`src/rtl/alu_arbiter_seq.sv`:
```
// Round-robin sequencer that shares one combinational ALU between two requesters.
// Operands are registered, held for ALU_LAT cycles, and the result is returned with Z/N flags.
//
//  state   | meaning
//  --------+------------------------------------------------------------
//  S_IDLE  | arbitrate; combinational ready to at most one requester
//  S_ISSUE | operand regs drive the ALU; settle counter counts down
//  S_RESP  | registered result presented until the consumer takes it
module alu_arbiter_seq #(
   parameter int unsigned ALU_LAT = 1,
   parameter int unsigned W       = 16
) (
   input  logic         clk,
   input  logic         rst_n,

   input  logic         req0_valid,
   output logic         req0_ready,
   input  logic [W-1:0] req0_a,
   input  logic [W-1:0] req0_b,
   input  logic [2:0]   req0_mode,

   input  logic         req1_valid,
   output logic         req1_ready,
   input  logic [W-1:0] req1_a,
   input  logic [W-1:0] req1_b,
   input  logic [2:0]   req1_mode,

   output logic [W-1:0] alu_in1,
   output logic [W-1:0] alu_in2,
   output logic [2:0]   alu_mode,
   input  logic [W-1:0] alu_out,

   output logic         rsp_valid,
   input  logic         rsp_ready,
   output logic         rsp_id,
   output logic [W-1:0] rsp_data,
   output logic         rsp_zero,
   output logic         rsp_neg
);

   localparam logic [3:0] LAT_LOAD = 4'(ALU_LAT - 1);

   typedef enum logic [1:0] {
      S_IDLE  = 2'd0,
      S_ISSUE = 2'd1,
      S_RESP  = 2'd2
   } state_t;

   state_t         state_q, state_d;
   logic           prio_q, prio_d;
   logic [W-1:0]   op_a_q, op_a_d;
   logic [W-1:0]   op_b_q, op_b_d;
   logic [2:0]     op_mode_q, op_mode_d;
   logic           op_id_q, op_id_d;
   logic [3:0]     cnt_q, cnt_d;
   logic           rsp_valid_q, rsp_valid_d;
   logic           rsp_id_q, rsp_id_d;
   logic [W-1:0]   rsp_data_q, rsp_data_d;
   logic           rsp_zero_q, rsp_zero_d;
   logic           rsp_neg_q, rsp_neg_d;
   logic           grant0, grant1;

   always_comb begin
      state_d     = state_q;
      prio_d      = prio_q;
      op_a_d      = op_a_q;
      op_b_d      = op_b_q;
      op_mode_d   = op_mode_q;
      op_id_d     = op_id_q;
      cnt_d       = cnt_q;
      rsp_valid_d = rsp_valid_q;
      rsp_id_d    = rsp_id_q;
      rsp_data_d  = rsp_data_q;
      rsp_zero_d  = rsp_zero_q;
      rsp_neg_d   = rsp_neg_q;
      grant0      = 1'b0;
      grant1      = 1'b0;

      case (state_q)
         S_IDLE: begin
            // prio_q == 0 favours req0; the loser of a tie wins the next tie
            grant0 = req0_valid && (!prio_q || !req1_valid);
            grant1 = req1_valid && ( prio_q || !req0_valid);
            if (grant0 || grant1) begin
               op_a_d    = grant1 ? req1_a    : req0_a;
               op_b_d    = grant1 ? req1_b    : req0_b;
               op_mode_d = grant1 ? req1_mode : req0_mode;
               op_id_d   = grant1;
               prio_d    = ~grant1;
               cnt_d     = LAT_LOAD;
               state_d   = S_ISSUE;
            end
         end
         S_ISSUE: begin
            if (cnt_q == 4'd0) begin
               rsp_data_d  = alu_out;
               rsp_zero_d  = (alu_out == '0);
               rsp_neg_d   = alu_out[W-1];
               rsp_id_d    = op_id_q;
               rsp_valid_d = 1'b1;
               state_d     = S_RESP;
            end else begin
               cnt_d = cnt_q - 4'd1;
            end
         end
         S_RESP: begin
            if (rsp_ready) begin
               rsp_valid_d = 1'b0;
               state_d     = S_IDLE;
            end
         end
         default: state_d = S_IDLE;
      endcase
   end

   always_ff @(posedge clk or negedge rst_n) begin
      if (!rst_n) begin
         state_q     <= S_IDLE;
         prio_q      <= 1'b0;
         op_a_q      <= '0;
         op_b_q      <= '0;
         op_mode_q   <= 3'd0;
         op_id_q     <= 1'b0;
         cnt_q       <= 4'd0;
         rsp_valid_q <= 1'b0;
         rsp_id_q    <= 1'b0;
         rsp_data_q  <= '0;
         rsp_zero_q  <= 1'b0;
         rsp_neg_q   <= 1'b0;
      end else begin
         state_q     <= state_d;
         prio_q      <= prio_d;
         op_a_q      <= op_a_d;
         op_b_q      <= op_b_d;
         op_mode_q   <= op_mode_d;
         op_id_q     <= op_id_d;
         cnt_q       <= cnt_d;
         rsp_valid_q <= rsp_valid_d;
         rsp_id_q    <= rsp_id_d;
         rsp_data_q  <= rsp_data_d;
         rsp_zero_q  <= rsp_zero_d;
         rsp_neg_q   <= rsp_neg_d;
      end
   end

   assign req0_ready = grant0;
   assign req1_ready = grant1;
   // Operand regs feed the ALU permanently; they only change on an accept edge
   assign alu_in1    = op_a_q;
   assign alu_in2    = op_b_q;
   assign alu_mode   = op_mode_q;
   assign rsp_valid  = rsp_valid_q;
   assign rsp_id     = rsp_id_q;
   assign rsp_data   = rsp_data_q;
   assign rsp_zero   = rsp_zero_q;
   assign rsp_neg    = rsp_neg_q;

endmodule

```
`config.mk`:
```
export PLATFORM = sky130hd
export DESIGN_NAME = alu_arbiter_seq
export DESIGN_NICKNAME = d
export VERILOG_FILES = /design/src/rtl/alu_arbiter_seq.sv
export SDC_FILE = /design/constraint.sdc
export NUM_CORES = 1
export LEC_CHECK = 0
export ABC_AREA = 1
export CAP_MARGIN = 5
export CORE_ASPECT_RATIO = 1.1
export CORE_MARGIN = 5
export CORE_UTILIZATION = 32
export CTS_CLUSTER_DIAMETER = 100
export CTS_CLUSTER_SIZE = 12
export DETAILED_ROUTE_END_ITERATION = 12
export GPL_ROUTABILITY_DRIVEN = 0
export HOLD_SLACK_MARGIN = 0.15
export PLACE_DENSITY = 0.67
export SYNTH_ARGS = -nofsm -noshare
export SYNTH_HDL_FRONTEND = slang
export SYNTH_SLANG_ARGS = --single-unit
```
`constraint.sdc`:
```
create_clock -name clk -period 2.2 [get_ports clk]
set_input_delay 0.44 -clock clk [delete_from_list [all_inputs] [get_ports clk]]
set_output_delay 0.44 -clock clk [all_outputs]
set_load 0.005 [all_outputs]
```
==> qor.txt <==
Fraction of layout cells with a size suffix above 1 = 0.0848
FMAX = 0.474 GHz
Pwr/cell area = 1190 mW/mm^2
Yosys top cell area share = 0.536
Commonest non-fill, non-tap cell in the layout = clkdlybuf4s50_1
TritonCTS clock tree = done
Mean Syn Cell Area = 8.22 um^2
Critical setup path kind = in2out
# diodes = 0
Vias in the first global route = 2,734
Cell internal pwr = 3.59 mW
Register area share after synthesis = 0.536
Drt via density = 4.40
Die width = 101 um
# clock sinks = 62
Slowest cell on crit path = clkdlybuf4s50_1
Placed wire-length estimate = 6.05 mm
Clk slew on worst S/H paths = 0.08 ns
Unrepaired setup endpoints after global routing = no
Slew margin rel. = 0.631
Clock Path Buffers = 2
Die Span Y = 110 um
Cell mode on critical path = clkdlybuf4s50_1
Max-cap violation count = 0
Critical Path RT = 1.76 ns
CTS Buf Count = 9
Initial Util = 0.328
Dominant cell type by area after synthesis = dfrtp_1
Largest cells by area after synthesis = dfrtp_1 (54%), nand2_1 (17%), o21ai_0 (6.7%)
Top-level I/O count = 148
Status = finished, final reports clean
Combinational share of power = 0.487
Most frequent cells in the layout = clkdlybuf4s50_1 (145), nand2_1 (131), dfrtp_1 (62)
Final ANT Viol Nets = 0
Hold Vio Cnt, Final = 0
Total detailed-routing wirelength = 7.79 mm
Measured slew at the worst slew-check pin = 0.554 ns
Psw = 1.95 mW
Slew Viols, Final = 0
Vias = 2,735
CP top delay family = buffers and inverters
Gr usage total = 0.141
Max Fanout on Critical Path = 3
Critical path endpoint category = primary output
Row cnt = 36
Mapped Area = 0.00289 mm^2
CP peak stage delay = 0.49 ns
Iteration-0 DRC Markers = 106
Port Buffer Count = 147
Clk_lat worst skew = 0.33 ns
Total gr overflow = 0
Largest net degree at the start of global routing = 46
Mapped Nets = 445
H-tree depth = 3
Hold Crit Class = reg2reg
Crit path buffers/inverters = 3
# setup viols final = 0
Final worst path period need = 2.11 ns
Clock root cell = clkbuf_8
Final period util = 0.958
Switching part of the total power = 0.352
Pleak = 2.21 nW
Die ar. = 0.0110 mm^2
CP startpoint kind = input pin
Synthesis-stage register bit count = 62
Critical path, cell by cell = clkdlybuf4s50_1, nand2_1, nand3_1, inv_2, clkdlybuf4s50_1
Global-route wire length before repair = 12.5 mm
Clk pwr share = 0.155
Flop pwr share = 0.358
Post-CTS setup buffer count = 0
First-pass detailed-route iteration total = 5
Pwr Total = 5.54 mW
Synth unique cells = 22
Final nets = 595
IR drop worst, VDD = 0.482 mV
Area added between synthesis and finish = 61.3%
Fillers = 864
Seq. cell area = 0.00155 mm^2
Post-Synthesis Cells = 352
Core box area = 0.00883 mm^2
Crit path DAT = 1.67 ns
Yosys Warn Count = 0
Initial antenna violation count = 0
Fin Clk Skew = 0.0122 ns
Residual DRC = 0
Setup TNS = 0 ns
WL/cell = 12.5 um
Multi-input logic area = 0.00109 mm^2
final cells by class:
type | count | share of cell area
inverter | 42 | 0.0343
timing repair buffer | 155 | 0.333
multi-input combinational | 232 | 0.233
sequential | 62 | 0.332
clock buffer | 12 | 0.0311
clock inverter | 4 | 0.00482
tap | 114 | 0.0306
stage by stage:
step	utilization	hold slack (ns)	setup WS, ns	cells	area, um^2
2_1_floorplan	-	0.144	0.824	352	2890
3_3_place_gp	0.508	0.456	0.0500	604	4480
3_5_place_dp	0.508	0.461	0.0442	604	4480
4_1_cts	0.528	0.480	0.00254	621	4660
5_1_grt	0.529	0.507	0.0273	621	4670
6_report	0.529	0.477	0.0925	621	4670
path summary, 6_finish.rpt:
| path | from | end | slack [ns] | depth (start not counted) |
|---|---|---|---|---|
| worst max-delay path | req1_valid | req0_ready | 0.09 | 5 |
| worst min-delay path | rsp_data[12] | rsp_data[12] | 0.48 | 2 |
| worst max register to register | cnt_q[0] | rsp_data[5] | 0.69 | 7 |
| worst min register to register | rsp_data[12] | rsp_data[12] | 0.48 | 2 |
| max in group asynchronous | rst_n | alu_in2[8] | 0.96 | 3 |
| min in group asynchronous | rst_n | rsp_data[12] | 0.63 | 2 |
routing by layer:
| metal | track usage | part of all wire | wire (um) | vias to the layer above |
|---|---|---|---|---|
| met5 | 0 | 0 | 0 | - |
| met4 | 0.0520 | 0.014 | 109 | 0 |
| met3 | 0.0558 | 0.11 | 890 | 9 |
| met2 | 0.228 | 0.46 | 3610 | 112 |
| met1 | 0.169 | 0.41 | 3180 | 1218 |
| li1 | - | - | - | 1396 |
worst reg2reg max path: cells and delay by family (launching register included):
kind,cells,cell delay [ns]
AO/OA/AOI/OAI,1,0.05
adder cells (fa/ha/maj),1,0.18
buffers and inverters,2,0.32
flip-flops,1,0.37
AND/OR/NAND/NOR,3,0.48
logic make-up after synthesis:
kind of cell | share of synthesized area
AOI/OAI and AO/OA | 0.118
xor gates and xnor gates | 0.00303
adders and majority gates | 0.00865
buffers and inverters | 0.0917
DFF | 0.536
and+or+nand+nor | 0.243
synth_stat cells (all sizes together):
cell type	n
nand4	1
xor2	1
nand2	132
dfrtp	62
clkbuf	3
nor2	13
buf	13
o21ai	58
ha	2
nand3	24
o22ai	1
inv	42
sequential cells by signal, summed over array words and instances (netlist names), 2 cells and up:
register,cells
alu_mode,3
alu_in1,16
cnt_q,4
state_q,2
alu_in2,16
rsp_data,16
what timing repair did:
action                                  CTS  global route
endpoints found under the setup margin    0             2
gates resized for setup                   0             2
endpoints found under the hold margin    22             0
hold buffers                              1             0
power by group through the flow:
stage / Combinational, mW / Sequential [mW] / Clock [mW]
after floorplan: 1.26 / 2.02 / 0
after global placement: 2.69 / 1.97 / 0
after detailed placement: 2.75 / 2.00 / 0
after CTS: 2.76 / 1.98 / 0.893
after global routing: 3.04 / 2.06 / 0.928
final: 2.70 / 1.98 / 0.860
Power figures use the tool's default switching activity.
